`config.mk`:
```
export PLATFORM = sky130hd
export DESIGN_NAME = memory_arbiter
export DESIGN_NICKNAME = d
export VERILOG_FILES = /design/src/rtl/memory_arbiter_pkg.sv /design/src/rtl/memory_arbiter_rr_pick.sv /design/src/rtl/memory_arbiter.sv
export SDC_FILE = /design/constraint.sdc
export NUM_CORES = 1
export LEC_CHECK = 0
export ABC_AREA = 1
export CAP_MARGIN = 30
export CORE_MARGIN = 1.5
export CORE_UTILIZATION = 30
export DETAILED_ROUTE_END_ITERATION = 10
export PLACE_DENSITY = 0.66
export RECOVER_POWER = 100
export SLEW_MARGIN = 5
export SYNTH_ARGS = -nofsm -noshare
export SYNTH_HDL_FRONTEND = slang
export SYNTH_SLANG_ARGS = --single-unit
```
`constraint.sdc`:
```
create_clock -name clk_i -period 1.4 [get_ports clk_i]
set_input_delay 0.42 -clock clk_i [delete_from_list [all_inputs] [get_ports clk_i]]
set_output_delay 0.42 -clock clk_i [all_outputs]
set_load 0.05 [all_outputs]
```
`src/rtl/memory_arbiter_pkg.sv`:
```
// Shared definitions for the memory arbiter: FSM state encoding, defaults and
// a one-hot decoding helper used for the round-robin pointer update.
package memory_arbiter_pkg;

  typedef enum logic [1:0] {
    ST_IDLE   = 2'd0,
    ST_ACCESS = 2'd1,
    ST_RESP   = 2'd2
  } arb_state_e;

  localparam int unsigned DEFAULT_TIMEOUT = 8;
  localparam int unsigned MAX_REQ         = 8;

  function automatic int unsigned onehot_to_idx(input logic [MAX_REQ-1:0] oh);
    int unsigned idx;
    idx = 0;
    for (int unsigned i = 0; i < MAX_REQ; i++) begin
      if (oh[i]) idx = i;
    end
    return idx;
  endfunction

endpackage

```
`src/rtl/memory_arbiter_rr_pick.sv`:
```
// Combinational round-robin selector: first asserted request at or after the
// pointer, wrapping around, returned as a one-hot winner.
module rr_pick #(
  parameter int unsigned NUM_REQ = 2,
  parameter int unsigned PTR_W   = (NUM_REQ > 1) ? $clog2(NUM_REQ) : 1
) (
  input  logic [NUM_REQ-1:0] req,
  input  logic [PTR_W-1:0]   ptr,
  output logic [NUM_REQ-1:0] winner,
  output logic               any_valid
);

  logic [PTR_W-1:0] idx;
  logic             found;

  always_comb begin
    winner = '0;
    idx    = '0;
    found  = 1'b0;
    for (int unsigned i = 0; i < NUM_REQ; i++) begin
      idx = PTR_W'((32'(ptr) + i) % NUM_REQ);
      if (!found && req[idx]) begin
        winner[idx] = 1'b1;
        found       = 1'b1;
      end
    end
    any_valid = |req;
  end

endmodule

```
`src/rtl/memory_arbiter.sv`:
```
// Round-robin arbiter sharing one single-port memory between NUM_REQ requesters.
// The winner's command is latched, so memory-side outputs never follow req_* inputs.
module memory_arbiter
  import memory_arbiter_pkg::*;
#(
  parameter int unsigned NUM_REQ       = 2,
  parameter int unsigned MEMORY_WIDTH  = 8,
  parameter int unsigned MEMORY_DEPTH  = 16,
  parameter int unsigned ADDRESS_WIDTH = $clog2(MEMORY_DEPTH),
  parameter int unsigned TIMEOUT       = DEFAULT_TIMEOUT
) (
  input  logic                               clk_i,
  input  logic                               rst_ni,
  input  logic [NUM_REQ-1:0]                 req_valid_i,
  input  logic [NUM_REQ-1:0]                 req_wr_rd_i,
  input  logic [NUM_REQ*ADDRESS_WIDTH-1:0]   req_addr_i,
  input  logic [NUM_REQ*MEMORY_WIDTH-1:0]    req_wdata_i,
  output logic [NUM_REQ-1:0]                 req_ready_o,
  output logic                               req_err_o,
  output logic [MEMORY_WIDTH-1:0]            req_rdata_o,
  output logic [NUM_REQ-1:0]                 grant_o,
  output logic                               mem_valid_o,
  output logic                               mem_wr_rd_o,
  output logic [ADDRESS_WIDTH-1:0]           mem_addr_o,
  output logic [MEMORY_WIDTH-1:0]            mem_wdata_o,
  input  logic                               mem_ready_i,
  input  logic [MEMORY_WIDTH-1:0]            mem_rdata_i
);

  localparam int unsigned PTR_W = (NUM_REQ > 1) ? $clog2(NUM_REQ) : 1;
  localparam int unsigned CNT_W = $clog2(TIMEOUT);

  arb_state_e                state_q, state_d;
  logic [PTR_W-1:0]          ptr_q;
  logic [PTR_W-1:0]          next_ptr;
  logic [CNT_W-1:0]          cnt_q;
  logic [NUM_REQ-1:0]        grant_q;
  logic                      wr_q;
  logic [ADDRESS_WIDTH-1:0]  addr_q;
  logic [MEMORY_WIDTH-1:0]   wdata_q;
  logic [MEMORY_WIDTH-1:0]   rdata_q;
  logic                      err_q;

  logic [NUM_REQ-1:0]        pick;
  logic                      any_valid;
  logic                      sel_wr;
  logic [ADDRESS_WIDTH-1:0]  sel_addr;
  logic [MEMORY_WIDTH-1:0]   sel_wdata;
  logic                      timeout_hit;

  rr_pick #(
    .NUM_REQ (NUM_REQ),
    .PTR_W   (PTR_W)
  ) u_rr_pick (
    .req       (req_valid_i),
    .ptr       (ptr_q),
    .winner    (pick),
    .any_valid (any_valid)
  );

  // AND-OR mux of the winner's command fields; pick is one-hot or zero.
  always_comb begin
    sel_wr    = 1'b0;
    sel_addr  = '0;
    sel_wdata = '0;
    for (int unsigned k = 0; k < NUM_REQ; k++) begin
      if (pick[k]) begin
        sel_wr    = req_wr_rd_i[k];
        sel_addr  = req_addr_i[k*ADDRESS_WIDTH +: ADDRESS_WIDTH];
        sel_wdata = req_wdata_i[k*MEMORY_WIDTH +: MEMORY_WIDTH];
      end
    end
  end

  assign timeout_hit = (cnt_q == CNT_W'(TIMEOUT - 1));
  assign next_ptr    = PTR_W'((onehot_to_idx(MAX_REQ'(grant_q)) + 1) % NUM_REQ);

  always_ff @(posedge clk_i or negedge rst_ni) begin
    if (!rst_ni) state_q <= ST_IDLE;
    else         state_q <= state_d;
  end

  always_comb begin
    state_d = state_q;
    case (state_q)
      ST_IDLE:   if (any_valid) state_d = ST_ACCESS;
      ST_ACCESS: if (mem_ready_i || timeout_hit) state_d = ST_RESP;
      ST_RESP:   state_d = ST_IDLE;
      default:   state_d = ST_IDLE;
    endcase
  end

  // Ready is tested before the timeout so a response on the last cycle still succeeds.
  always_ff @(posedge clk_i or negedge rst_ni) begin
    if (!rst_ni) begin
      ptr_q   <= '0;
      cnt_q   <= '0;
      grant_q <= '0;
      wr_q    <= 1'b0;
      addr_q  <= '0;
      wdata_q <= '0;
      rdata_q <= '0;
      err_q   <= 1'b0;
    end else begin
      case (state_q)
        ST_IDLE: begin
          if (any_valid) begin
            grant_q <= pick;
            wr_q    <= sel_wr;
            addr_q  <= sel_addr;
            wdata_q <= sel_wdata;
          end
        end
        ST_ACCESS: begin
          if (mem_ready_i) begin
            rdata_q <= wr_q ? '0 : mem_rdata_i;
            err_q   <= 1'b0;
          end else if (timeout_hit) begin
            rdata_q <= '0;
            err_q   <= 1'b1;
          end
          cnt_q <= cnt_q + CNT_W'(1);
        end
        ST_RESP: begin
          grant_q <= '0;
          cnt_q   <= '0;
          ptr_q   <= next_ptr;
        end
        default: ;
      endcase
    end
  end

  assign grant_o     = grant_q;
  assign req_ready_o = (state_q == ST_RESP) ? grant_q : '0;
  assign req_err_o   = (state_q == ST_RESP) & err_q;
  assign req_rdata_o = (state_q == ST_RESP) ? rdata_q : '0;
  assign mem_valid_o = (state_q == ST_ACCESS);
  assign mem_wr_rd_o = wr_q;
  assign mem_addr_o  = addr_q;
  assign mem_wdata_o = wdata_q;

endmodule
```
==> impl_metrics.sql, run 1 <==
INSERT INTO impl_metrics (metric_group, metric, value, unit) VALUES
('logic_synthesis', 'synth.top_cell.area_share', '48.1', '%'),
('timing', 'relSlewSlack', '49.9', '%'),
('power', 'pwr-share-seq', '25.1', '%'),
('clock_network', 'cts_max_path_bufs', '2', ''),
('clock_network', 'clk_pin_slew_worst_paths', '0.07', 'ns'),
('power', 'max-vdd-ir-drop', '1.47', 'mV'),
('worst_setup_path', 'critPathMaxFanout', '4', ''),
('run_status', 'run_status', 'finished, violations left', ''),
('timing', 'grt_setup_unrepaired', 'true', ''),
('drt', 'wl', '4.59', 'mm'),
('timing', 'setup_viol', '37', ''),
('drt', 'route.vias.total', '1627', ''),
('power', 'share_of_total_power_in_combinational_logic', '65.6', '%'),
('drt', 'routed_length_per_instance', '13.3', 'um'),
('power', 'power_switching_share', '44.6', '%'),
('global_routing', 'grt_pass1_wl', '7.16', 'mm'),
('finish', 'fin_nets', '321', ''),
('logic_synthesis', 'synth.cells.most_frequent', 'sky130_fd_sc_hd__nand2_1 (50), sky130_fd_sc_hd__nand3_1 (34), sky130_fd_sc_hd__dfrtp_1 (30)', ''),
('die', 'die_span_x', '75.1', 'um'),
('finish', 'area_added_between_synthesis_and_finish', '94.9', '%'),
('clock_network', 'hold_buf_count_cts', '0', ''),
('run', 'drv.max_cap_violation_count', '0', ''),
('worst_setup_path', 'crit_required', '0.98', 'ns'),
('worst_setup_path', 'timing.critical_path.max_delay_family', 'flip-flops', ''),
('worst_setup_path', 'critPathBufInv', '3', ''),
('global_routing', 'pin_count_of_the_biggest_net_entering_global_routing', '31', ''),
('clock_network', 'htree_levels', '2', ''),
('logic_synthesis', 'synth_warnings', '0', ''),
('timing', 'worst_pin_slew', '0.752', 'ns'),
('worst_setup_path', 'rr_worst_depth', '11', ''),
('logic_synthesis', 'synth.ff_latch_count', '30', ''),
('clock_network', 'cts_tree', 'yes', ''),
('die', 'initial_core_util', '30.7', '%'),
('logic_synthesis', 'synth_enable_flop_cells', '0', ''),
('timing', 'final_max_slew_viol_count', '0', ''),
('die', 'core_region_area', '0.00507', 'sq mm'),
('finish', 'fin_util', '59.9', '%'),
('timing', 'achievable-frequency', '566', 'MHz'),
('power', 'power_switching', '3.09', 'mW'),
('global_routing', 'grt_util_all_layers', '17.0', '%'),
('die', 'ios', '66', ''),
('worst_setup_path', 'crit_path_end_kind', 'primary output', ''),
('logic_synthesis', 'yosys.area.top_type', 'sky130_fd_sc_hd__dfrtp_1', ''),
('clock_network', 'clk_root_buffer_cell', 'sky130_fd_sc_hd__clkbuf_8', ''),
('run_status', 'failed_checks', 'setup timing', ''),
('logic_synthesis', 'synth_area_leaders', 'sky130_fd_sc_hd__dfrtp_1 (48%), sky130_fd_sc_hd__nand2_1 (12%), sky130_fd_sc_hd__nand3_1 (11%)', ''),
('power', 'power.clock.fraction', '9.3', '%'),
('logic_synthesis', 'syn-mean-instance-area', '8.43', 'sq um'),
('timing', 'postLayoutSetupSlackWorst', '-0.368', 'ns'),
('worst_hold_path', 'hold_path_class', 'flip-flop to flip-flop', ''),
('timing', 'number_of_hold_slack_violations_in_the_final_timing_report', '0', ''),
('power', 'cellInternalPower', '3.84', 'mW'),
('global_routing', 'number_of_global_route_vias_before_repair', '1509', ''),
('worst_setup_path', 'crit_type', 'flip-flop to primary output', ''),
('die', 'row_count', '26', ''),
('logic_synthesis', 'synth_sequential_area_ratio', '48.1', '%'),
('worst_setup_path', 'critical_path.startpoint_type', 'flip-flop', ''),
('worst_setup_path', 'critical_path.slowest_cell', 'sky130_fd_sc_hd__dfrtp_1', ''),
('drt', 'post-route-drc-count', '0', ''),
('placed_design', 'dp_hpwl', '3.16', 'mm'),
('logic_synthesis', 'netlist_area', '0.00156', 'sq mm'),
('worst_setup_path', 'start_of_the_worst_register_to_register_path', 'state_q[1]', ''),
('finish', 'layout_cell_share_with_drive_strength_beyond_1', '38.0', '%'),
('global_routing', 'grt_antenna_before_repair', '0', ''),
('clock_network', 'cts.sinks', '30', ''),
('worst_setup_path', 'crit_chain', 'ha_4 -> buf_4 -> nand2_4 -> clkinvlp_4 -> buf_12', ''),
('die', 'die-area', '0.00564', 'sq mm'),
('worst_setup_path', 'reg2reg_slack', '-0.12', 'ns'),
('finish', 'n_fill_cell', '425', ''),
('worst_hold_path', 'holdCritStartpoint', 'cnt_q[0]', ''),
('placed_design', 'io_buffer_count', '65', '');
==> sequential cells by signal, summed over array words and instances (netlist names) <==
signal	count
mem_wdata_o	8
rdata_q	8
mem_addr_o	4
cnt_q	3
grant_o	2
state_q	2
err_q	1
mem_wr_rd_o	1
ptr_q	1
==> path summary, 6_finish.rpt <==
| kind | endpoint |
|---|---|
| worst min register to register | cnt_q[0] |
| worst max-delay path | req_ready_o[1] |
| worst min-delay path | cnt_q[0] |
| min in group asynchronous | mem_addr_o[3] |
| max in group asynchronous | grant_o[1] |
| worst max register to register | state_q[0] |
==> cell usage in the layout (no fill, tap or decap) <==
master,Yosys,layout
sky130_fd_sc_hd__clkdlybuf4s50_1,0,36
sky130_fd_sc_hd__nand2_4,1,11
sky130_fd_sc_hd__nand3_1,34,31
sky130_fd_sc_hd__dfrtp_1,30,29
sky130_fd_sc_hd__ha_4,0,3
sky130_fd_sc_hd__nand2_2,1,5
sky130_fd_sc_hd__ha_1,6,3
sky130_fd_sc_hd__nand3_2,0,3
sky130_fd_sc_hd__clkbuf_2,0,1
sky130_fd_sc_hd__nor2_2,2,2
sky130_fd_sc_hd__clkinv_2,0,2
sky130_fd_sc_hd__dfrtp_2,0,1
sky130_fd_sc_hd__o21ai_0,6,2
sky130_fd_sc_hd__clkinvlp_4,0,11
sky130_fd_sc_hd__buf_2,3,1
sky130_fd_sc_hd__buf_6,4,6
sky130_fd_sc_hd__buf_4,2,17
sky130_fd_sc_hd__o21ai_1,6,10
sky130_fd_sc_hd__nor2_1,1,1
sky130_fd_sc_hd__nand2_1,50,36
sky130_fd_sc_hd__nand4_1,13,13
sky130_fd_sc_hd__inv_2,1,2
sky130_fd_sc_hd__a21oi_1,3,3
sky130_fd_sc_hd__o21ai_4,1,3
sky130_fd_sc_hd__inv_6,0,1
sky130_fd_sc_hd__buf_12,0,30
sky130_fd_sc_hd__clkbuf_8,0,5
sky130_fd_sc_hd__nor2_4,1,1
sky130_fd_sc_hd__dlygate4sd2_1,0,2
sky130_fd_sc_hd__inv_1,18,5
==> area by class of cell <==
type / count / area, sq um / share of cell area, %
repair buffers: 93 / 1180 / 38.9
multi-input cells: 127 / 821 / 27.0
clock buffers: 5 / 68.8 / 2.26
clock inverters: 2 / 10.0 / 0.329
flip-flops and latches: 30 / 752 / 24.7
well taps: 70 / 87.6 / 2.88
inverters: 19 / 118 / 3.87
==> power by group through the flow <==
stage,combinational (mW),sequential (mW),clock [mW]
3_3_place_gp,3.98,1.71,0
2_1_floorplan,1.56,2.29,0
3_5_place_dp,4.04,1.71,0
4_1_cts,4.43,1.73,0.673
5_1_grt,4.83,1.78,0.708
6_report,4.55,1.74,0.646
==> routing by layer <==
layer	global-route usage [%]	share of wire [%]
met1	23.9	44
met2	25.0	49
met3	4.28	5.9
met4	6.67	1.6
met5	0	0
==> stage by stage <==
step | power [mW] | cells | worst slack, ns | hold slack (ns) | instance area, sq um
floorplan | 3.85 | 185 | -0.0779 | 0.124 | 1670
global placement | 5.68 | 328 | -0.239 | 0.467 | 2760
detailed placement | 5.75 | 328 | -0.290 | 0.492 | 2760
CTS | 6.84 | 341 | -0.376 | 0.499 | 2990
global route | 7.32 | 346 | -0.413 | 0.535 | 3040
finish | 6.93 | 346 | -0.368 | 0.492 | 3040
==> worst reg2reg max path, cell delays in order, from the launching register on <==
cell                      delay, ns
sky130_fd_sc_hd__dfrtp_1       0.38
sky130_fd_sc_hd__buf_4         0.13
sky130_fd_sc_hd__buf_6         0.10
sky130_fd_sc_hd__inv_6         0.04
sky130_fd_sc_hd__ha_4          0.16
sky130_fd_sc_hd__buf_4         0.13
sky130_fd_sc_hd__buf_6         0.11
sky130_fd_sc_hd__buf_4         0.13
sky130_fd_sc_hd__nand2_4       0.07
sky130_fd_sc_hd__nand2_2       0.06
sky130_fd_sc_hd__nand2_2       0.05
sky130_fd_sc_hd__nand2_1       0.05
==> timing repair <==
item,in CTS,in global routing
endpoints found under the setup margin,27,39
gates resized for setup,22,15
pin swaps,5,4
cloned,1,1
buffers inserted,5,5
==> logic make-up after synthesis <==
family	Yosys count	share of synthesized area [%]
simple gates	103	31.0
flops	30	48.1
buf+inv	29	9.62
compound gates	17	6.42
fa+ha+maj	6	4.81
Power figures use the tool's default switching activity.
==> inputs of run 2 (changes only) <==
--- a/constraint.sdc
+++ b/constraint.sdc
@@ -3,2 +3,2 @@
 set_output_delay 0.42 -clock clk_i [all_outputs]
-set_load 0.05 [all_outputs]
+set_load 0.02 [all_outputs]
==> run 2 against run 1 <==
The flow still finishes with violations (setup timing). Clock power grew 11%. First-iteration DRC count shrank 29%. Highest routed layer unchanged. Sequential power shrank 9.8%. Worst setup slack improved by 0.11 ns. Cell area is 13% lower. Sequential share of layout area rose by 3.5 points. Critical endpoint is now req_rdata_o[5].
==> impl_metrics.sql, run 2 (same netlist as run 1, synthesis figures left out) <==
INSERT INTO impl_metrics (metric_group, metric, value, unit) VALUES
('worst_setup_path', 'critPathBufInv', '4', ''),
('worst_hold_path', 'worst_hold_path.num_cells', '1', ''),
('placed_design', 'dp_hpwl', '2.93', 'mm'),
('global_routing', 'grt_pass1_wl', '6.74', 'mm'),
('worst_setup_path', 'crit_chain', 'inv_2 -> ha_4 -> buf_8 -> nand2_2 -> inv_2 -> buf_6', ''),
('global_routing', 'global_route.usage.met2', '25.3', '%'),
('timing', 'achievable-frequency', '604', 'MHz'),
('timing', 'min_period_over_period', '118', '%'),
('power', 'power_per_cell_area', '2000', 'mW/mm^2'),
('worst_hold_path', 'holdCritStartpoint', 'cnt_q[0]', ''),
('power', 'max-vdd-ir-drop', '0.696', 'mV'),
('power', 'power.leakage', '1.30', 'nW'),
('global_routing', 'number_of_global_route_vias_before_repair', '1474', ''),
('worst_hold_path', 'hold_path_class', 'flip-flop to flip-flop', ''),
('worst_hold_path', 'worstHoldEndpoint', 'cnt_q[0]', ''),
('clock_network', 'cts.sinks', '30', ''),
('finish', 'fin_util', '52.3', '%'),
('run_status', 'run_status', 'finished, violations left', ''),
('global_routing', 'grt_antenna_before_repair', '0', ''),
('worst_setup_path', 'crit_path_end_kind', 'primary output', ''),
('timing', 'worst_pin_slew', '0.775', 'ns'),
('drt', 'route.antenna.remaining_nets', '0', ''),
('die', 'die-area', '0.00564', 'sq mm'),
('die', 'initial_core_util', '30.7', '%'),
('timing', 'finalClockSkew', '0.00421', 'ns'),
('global_routing', 'global_route.overflow_total', '0', ''),
('finish', 'area_added_between_synthesis_and_finish', '70.2', '%'),
('die', 'row_count', '26', ''),
('clock_network', 'worstSkewPairLatency', '0.27', 'ns'),
('die', 'die_span_x', '75.1', 'um'),
('worst_setup_path', 'timing.critical_path.arrival', '1.23', 'ns'),
('timing', 'final_max_slew_viol_count', '0', ''),
('drt', 'initial_detailed_routing_violation_count', '97', ''),
('drt', '1st_pass_router_iterations', '4', ''),
('global_routing', 'pin_count_of_the_biggest_net_entering_global_routing', '31', ''),
('worst_setup_path', 'crit_required', '0.98', 'ns'),
('worst_setup_path', 'critical_path.slowest_cell', 'sky130_fd_sc_hd__dfrtp_1', ''),
('die', 'core_region_area', '0.00507', 'sq mm'),
('worst_setup_path', 'critical_path.max_stage_delay', '0.39', 'ns'),
('worst_setup_path', 'reg2reg_slack', '-0.12', 'ns'),
('run_status', 'failed_checks', 'setup timing', ''),
('worst_setup_path', 'rr_worst_depth', '8', ''),
('worst_setup_path', 'crit_cells', '6', ''),
('drt', 'post-route-drc-count', '0', ''),
('global_routing', 'use_met3', '3.61', '%'),
('drt', 'route.vias.total', '1580', ''),
('worst_setup_path', 'critical_path.startpoint_type', 'flip-flop', ''),
('worst_setup_path', 'critPathMaxFanout', '6', ''),
('finish', 'most-common-layout-cells', 'sky130_fd_sc_hd__nand2_1 (40), sky130_fd_sc_hd__clkdlybuf4s50_1 (37), sky130_fd_sc_hd__nand3_1 (34)', ''),
('clock_network', 'cts-buffers-inserted', '5', ''),
('finish', 'fin_nets', '321', ''),
('worst_setup_path', 'worst_reg2reg_path_endpoint', 'mem_addr_o[0]', ''),
('timing', 'number_of_hold_slack_violations_in_the_final_timing_report', '0', ''),
('clock_network', 'hold_buf_count_cts', '0', ''),
('drt', 'avgViaCountPerCell', '4.55', ''),
('timing', 'postLayoutSetupSlackWorst', '-0.255', 'ns'),
('finish', 'layout_cell_share_with_drive_strength_beyond_1', '30.7', '%'),
('clock_network', 'clk_pin_slew_worst_paths', '0.06', 'ns'),
('worst_setup_path', 'crit_type', 'flip-flop to primary output', ''),
('timing', 'grt_setup_unrepaired', 'true', ''),
('timing', 'setup_viol', '27', ''),
('placed_design', 'place_congestion', '0.752', ''),
('finish', 'final_common_cell', 'sky130_fd_sc_hd__nand2_1', ''),
('clock_network', 'cts_tree', 'yes', ''),
('finish', 'n_antenna_cell', '0', ''),
('clock_network', 'htree_levels', '2', ''),
('die', 'chipHeight', '75.1', 'um'),
('timing', 'layout_min_cycle_time', '1.65', 'ns'),
('timing', 'relSlewSlack', '48.4', '%'),
('clock_network', 'cts_max_path_bufs', '2', ''),
('die', 'ios', '66', ''),
('worst_setup_path', 'timing.critical_path.max_delay_family', 'flip-flops', ''),
('global_routing', 'grt_util_all_layers', '15.8', '%'),
('timing', 'worst_hold_check_slack', '0.477', 'ns'),
('global_routing', 'met1_usage', '21.3', '%'),
('clock_network', 'clk_root_buffer_cell', 'sky130_fd_sc_hd__clkbuf_8', ''),
('global_routing', 'grt-busiest-layer', 'met2', ''),
('drt', 'routed_length_per_instance', '12.2', 'um'),
('worst_setup_path', 'start_of_the_worst_register_to_register_path', 'state_q[1]', ''),
('worst_setup_path', 'path_common_cell', 'sky130_fd_sc_hd__inv_2', ''),
('placed_design', 'io_buffer_count', '65', ''),
('drt', 'wl', '4.25', 'mm'),
('run', 'drv.max_cap_violation_count', '0', '');
## run 2: worst register-to-register path, stage by stage (launching register included)
cell and delay [ns]:
sky130_fd_sc_hd__dfrtp_1 0.41, sky130_fd_sc_hd__buf_4 0.16, sky130_fd_sc_hd__inv_4 0.06, sky130_fd_sc_hd__clkbuf_1 0.15
sky130_fd_sc_hd__ha_4 0.18, sky130_fd_sc_hd__buf_8 0.13, sky130_fd_sc_hd__buf_4 0.16, sky130_fd_sc_hd__nand4_1 0.11
sky130_fd_sc_hd__nand3_1 0.10
## run 2: per-layer routing
metal  vias up  part of all wire (%)
li1        800                     -
met1       734                    45
met2        44                    49
met3         2                   4.8
met4         0                  0.33
met5         -                     0
## run 2: what timing repair did
| action | CTS | global route |
|---|---|---|
| buffers inserted | 5 | 1 |
| resized for setup | 128 | 19 |
| pin swaps | 3 | 1 |
| cloned | 1 | 0 |
| endpoints found under the setup margin | 42 | 41 |
| endpoints found under the hold margin | 0 | 0 |
## run 2: through the flow
stage | setup TNS (ns) | instance area (sq um) | setup WS [ns] | instances | power, mW
floorplan | 0 | 1570 | 0.000145 | 185 | 3.07
global placement | -11.27 | 2420 | -0.541 | 333 | 4.24
detailed placement | -11.87 | 2420 | -0.553 | 333 | 4.29
CTS | -3.52 | 2680 | -0.284 | 347 | 5.34
global route | -6.63 | 2660 | -0.309 | 347 | 5.72
finish | -4.03 | 2660 | -0.255 | 347 | 5.32
## run 2: cell type report
class                           instances  area (sq um)
Clock buffer                            7          86.3
Clock inverter                          1          5.00
Tap cell                               70          87.6
Inverter                               19          76.3
Sequential cell                        30           751
Multi-Input combinational cell        127           771
Fill cell                             485          2420
Timing Repair Buffer                   93           880
## run 2: report_power, final
part / switching [mW] / internal (mW)
logic: 1.59 / 1.44
registers: 0.281 / 1.29
clock network: 0.318 / 0.396
## run 2: how the worst max path moves through the flow
stage / start / endpoint / slack (ns)
after floorplan: state_q[0] / req_ready_o[0] / 0.0001
after global placement: state_q[0] / req_ready_o[1] / -0.54
after detailed placement: state_q[0] / req_ready_o[1] / -0.55
after CTS: state_q[0] / req_rdata_o[5] / -0.28
after global routing: state_q[0] / req_ready_o[0] / -0.31
final: state_q[0] / req_rdata_o[5] / -0.25
==> inputs of run 3 (changes only) <==
Settings changed: SYNTH_HIERARCHICAL from default to 1.
==> run 3 against run 2 <==
The run still ends with setup timing left. Sequential power is essentially flat. Die area down 0.39%. Via count is 2.2% lower. Global-route usage is 0.83 points lower. Synthesized cell count rose by 2.2%. Cell area grew 3.2%. Non-clock buffer count did not move. Clock power grew 21%. Clock skew up 0.0027 ns. Critical path depth stayed put. Register-to-register slack better by 0.05 ns. Largest cell class unchanged. Largest power group unchanged. Highest routed layer unchanged.
==> impl_metrics.sql, run 3 <==
INSERT INTO impl_metrics (metric_group, metric, value, unit) VALUES
('logic_synthesis', 'synth_area_leaders', 'sky130_fd_sc_hd__dfrtp_1 (48%), sky130_fd_sc_hd__nand2_1 (15%), sky130_fd_sc_hd__nand3_1 (9.0%)', ''),
('logic_synthesis', 'synth_warnings', '6', ''),
('logic_synthesis', 'synth.ff_latch_count', '30', ''),
('timing', 'worst_pin_slew', '0.762', 'ns'),
('clock_network', 'worstSkewPairLatency', '0.28', 'ns'),
('logic_synthesis', 'async_s_r_ff_share_synth', '100', '%'),
('worst_hold_path', 'worst_hold_path.num_cells', '1', ''),
('drt', 'post-route-drc-count', '0', ''),
('die', 'core_region_area', '0.00504', 'sq mm'),
('worst_hold_path', 'worstHoldEndpoint', 'cnt_q[0]', ''),
('placed_design', 'place_congestion', '0.770', ''),
('finish', 'area_added_between_synthesis_and_finish', '76.3', '%'),
('power', 'power_per_cell_area', '1970', 'mW/mm^2'),
('timing', 'number_of_hold_slack_violations_in_the_final_timing_report', '0', ''),
('worst_setup_path', 'rr_worst_depth', '9', ''),
('clock_network', 'clk_root_buffer_cell', 'sky130_fd_sc_hd__clkbuf_8', ''),
('clock_network', 'clk_pin_slew_worst_paths', '0.07', 'ns'),
('timing', 'grt_setup_unrepaired', 'true', ''),
('global_routing', 'pin_count_of_the_biggest_net_entering_global_routing', '31', ''),
('drt', 'initial_detailed_routing_violation_count', '46', ''),
('drt', 'avgViaCountPerCell', '4.33', ''),
('run_status', 'failed_checks', 'setup timing', ''),
('logic_synthesis', 'yosysMostFrequentCell', 'sky130_fd_sc_hd__nand2_1', ''),
('placed_design', 'io_buffer_count', '65', ''),
('worst_setup_path', 'critical_path.max_stage_delay', '0.40', 'ns'),
('die', 'initial_core_util', '30.8', '%'),
('worst_setup_path', 'crit_type', 'flip-flop to primary output', ''),
('finish', 'layout_cell_share_with_drive_strength_beyond_1', '37.6', '%'),
('worst_setup_path', 'timing.critical_path.max_delay_family', 'flip-flops', ''),
('logic_synthesis', 'synth.cells.most_frequent', 'sky130_fd_sc_hd__nand2_1 (63), sky130_fd_sc_hd__dfrtp_1 (30), sky130_fd_sc_hd__nand3_1 (28)', ''),
('worst_hold_path', 'hold_path_class', 'flip-flop to flip-flop', ''),
('worst_setup_path', 'critical_path.slowest_cell', 'sky130_fd_sc_hd__dfrtp_1', ''),
('worst_setup_path', 'critPathBufInv', '4', ''),
('logic_synthesis', 'syn-mean-instance-area', '8.22', 'sq um'),
('die', 'chipHeight', '75.0', 'um'),
('logic_synthesis', 'top_flip_flop_cell_by_instance_count_after_synthesis', 'sky130_fd_sc_hd__dfrtp_1', ''),
('drt', '1st_pass_router_iterations', '4', ''),
('drt', 'wl', '4.17', 'mm'),
('logic_synthesis', 'synth.top_cell.area_share', '48.3', '%'),
('clock_network', 'hold_buf_count_cts', '0', ''),
('logic_synthesis', 'synth_sequential_area_ratio', '48.3', '%'),
('finish', 'fin_nets', '331', ''),
('logic_synthesis', 'yosys.area.top_type', 'sky130_fd_sc_hd__dfrtp_1', ''),
('finish', 'final_common_cell', 'sky130_fd_sc_hd__nand2_1', ''),
('finish', 'fin_area', '0.00274', 'sq mm'),
('run_status', 'run_status', 'finished, violations left', ''),
('worst_hold_path', 'holdCritStartpoint', 'cnt_q[0]', ''),
('worst_setup_path', 'worst_reg2reg_path_endpoint', 'mem_wdata_o[2]', ''),
('logic_synthesis', 'netlist_instances', '189', ''),
('worst_setup_path', 'start_of_the_worst_register_to_register_path', 'state_q[1]', ''),
('worst_setup_path', 'crit_required', '0.98', 'ns'),
('power', 'max-vdd-ir-drop', '0.956', 'mV'),
('drt', 'route.vias.total', '1546', ''),
('global_routing', 'grt_antenna_before_repair', '0', ''),
('run', 'drv.max_cap_violation_count', '0', ''),
('power', 'power.total', '5.40', 'mW'),
('logic_synthesis', 'mappedNetlistNets', '234', ''),
('die', 'ios', '66', ''),
('timing', 'setup_viol', '26', ''),
('placed_design', 'worst_slack_placed', '-0.520', 'ns'),
('drt', 'route.antenna.remaining_nets', '0', ''),
('global_routing', 'global_route.overflow_total', '0', ''),
('clock_network', 'cts.sinks', '30', ''),
('die', 'die-area', '0.00562', 'sq mm'),
('logic_synthesis', 'netlist_area', '0.00155', 'sq mm'),
('timing', 'achievable-frequency', '602', 'MHz'),
('worst_setup_path', 'crit_chain', 'inv_2 -> ha_4 -> buf_6 -> nand2_2 -> inv_2 -> buf_6', ''),
('logic_synthesis', 'synth_unique_cells', '16', ''),
('timing', 'finalClockSkew', '0.00688', 'ns'),
('global_routing', 'number_of_global_route_vias_before_repair', '1433', ''),
('timing', 'layout_min_cycle_time', '1.66', 'ns'),
('die', 'row_count', '26', ''),
('worst_setup_path', 'critPathMaxFanout', '5', ''),
('clock_network', 'cts-buffers-inserted', '5', ''),
('finish', 'n_antenna_cell', '0', ''),
('clock_network', 'cts_tree', 'yes', ''),
('worst_setup_path', 'critical_path.startpoint_type', 'flip-flop', ''),
('worst_setup_path', 'reg2reg_slack', '-0.07', 'ns'),
('placed_design', 'placed_area', '0.00246', 'sq mm'),
('timing', 'relSlewSlack', '49.2', '%'),
('timing', 'min_period_over_period', '119', '%'),
('worst_setup_path', 'timing.critical_path.arrival', '1.24', 'ns'),
('timing', 'final_max_slew_viol_count', '0', ''),
('placed_design', 'dp_hpwl', '2.82', 'mm'),
('die', 'die_span_x', '75.0', 'um'),
('global_routing', 'grt_util_all_layers', '15.0', '%'),
('clock_network', 'htree_levels', '2', ''),
('drt', 'routed_length_per_instance', '11.7', 'um'),
('clock_network', 'cts_max_path_bufs', '2', ''),
('global_routing', 'grt_pass1_wl', '6.33', 'mm'),
('logic_synthesis', 'synth_enable_flop_cells', '0', ''),
('timing', 'postLayoutSetupSlackWorst', '-0.262', 'ns'),
('power', 'power.leakage', '1.39', 'nW'),
('finish', 'most-common-layout-cells', 'sky130_fd_sc_hd__nand2_1 (50), sky130_fd_sc_hd__clkdlybuf4s50_1 (36), sky130_fd_sc_hd__dfrtp_1 (30)', ''),
('worst_setup_path', 'crit_path_end_kind', 'primary output', '');
run 3: cell families after synthesis:
kind of cell	share of synthesized area (%)
compound gates	3.78
fa+ha+maj	4.83
buf+inv	8.94
flops	48.3
simple gates	34.1
run 3: through the flow:
stage	utilization [%]	std cells	setup TNS (ns)	hold slack [ns]
finish	54.3	357	-3.72	0.491
global route	54.3	357	-5.93	0.522
CTS	53.9	354	-4.07	0.490
detailed placement	48.8	343	-16.18	0.465
global placement	48.8	343	-15.32	0.462
floorplan	-	189	0	0.124
run 3: final cells by class:
type	instances	area, sq um
Clock inverter	3	40.0
Multi-Input combinational cell	129	832
Inverter	27	111
Sequential cell	30	751
Timing Repair Buffer	93	850
Clock buffer	5	68.8
Fill cell	479	2300
Tap cell	70	87.6
run 3: what timing repair did:
item / 4_1_cts / 5_1_grt
endpoints found under the setup margin: 51 / 52
setup buffers: 3 / 2
pin swaps: 5 / 4
endpoints found under the hold margin: 0 / 0
gates cloned: 0 / 2
resized for setup: 134 / 36
run 3: metal layers:
| metal | wire (um) | global-route usage (%) |
|---|---|---|
| met5 | 0 | 0 |
| met4 | 42 | 3.84 |
| met3 | 179 | 5.09 |
| met2 | 2110 | 25.7 |
| met1 | 1850 | 18.0 |
run 3: power breakdown:
part	internal (mW)	leakage, nW	switching (mW)
logic	1.36	0.945	1.61
registers	1.29	0.384	0.276
clock network	0.523	0.0579	0.339
total	3.17	1.39	2.23
run 3: worst max-delay path by stage:
stage	slack, ns	cells after the start	startpoint	to
floorplan	0.003	5	state_q[0]	req_ready_o[0]
global placement	-0.51	7	req_valid_i[0]	mem_addr_o[0]
detailed placement	-0.52	7	req_valid_i[0]	mem_wdata_o[2]
CTS	-0.26	5	state_q[1]	req_ready_o[0]
global route	-0.33	6	state_q[0]	req_rdata_o[3]
finish	-0.26	6	state_q[0]	req_rdata_o[3]
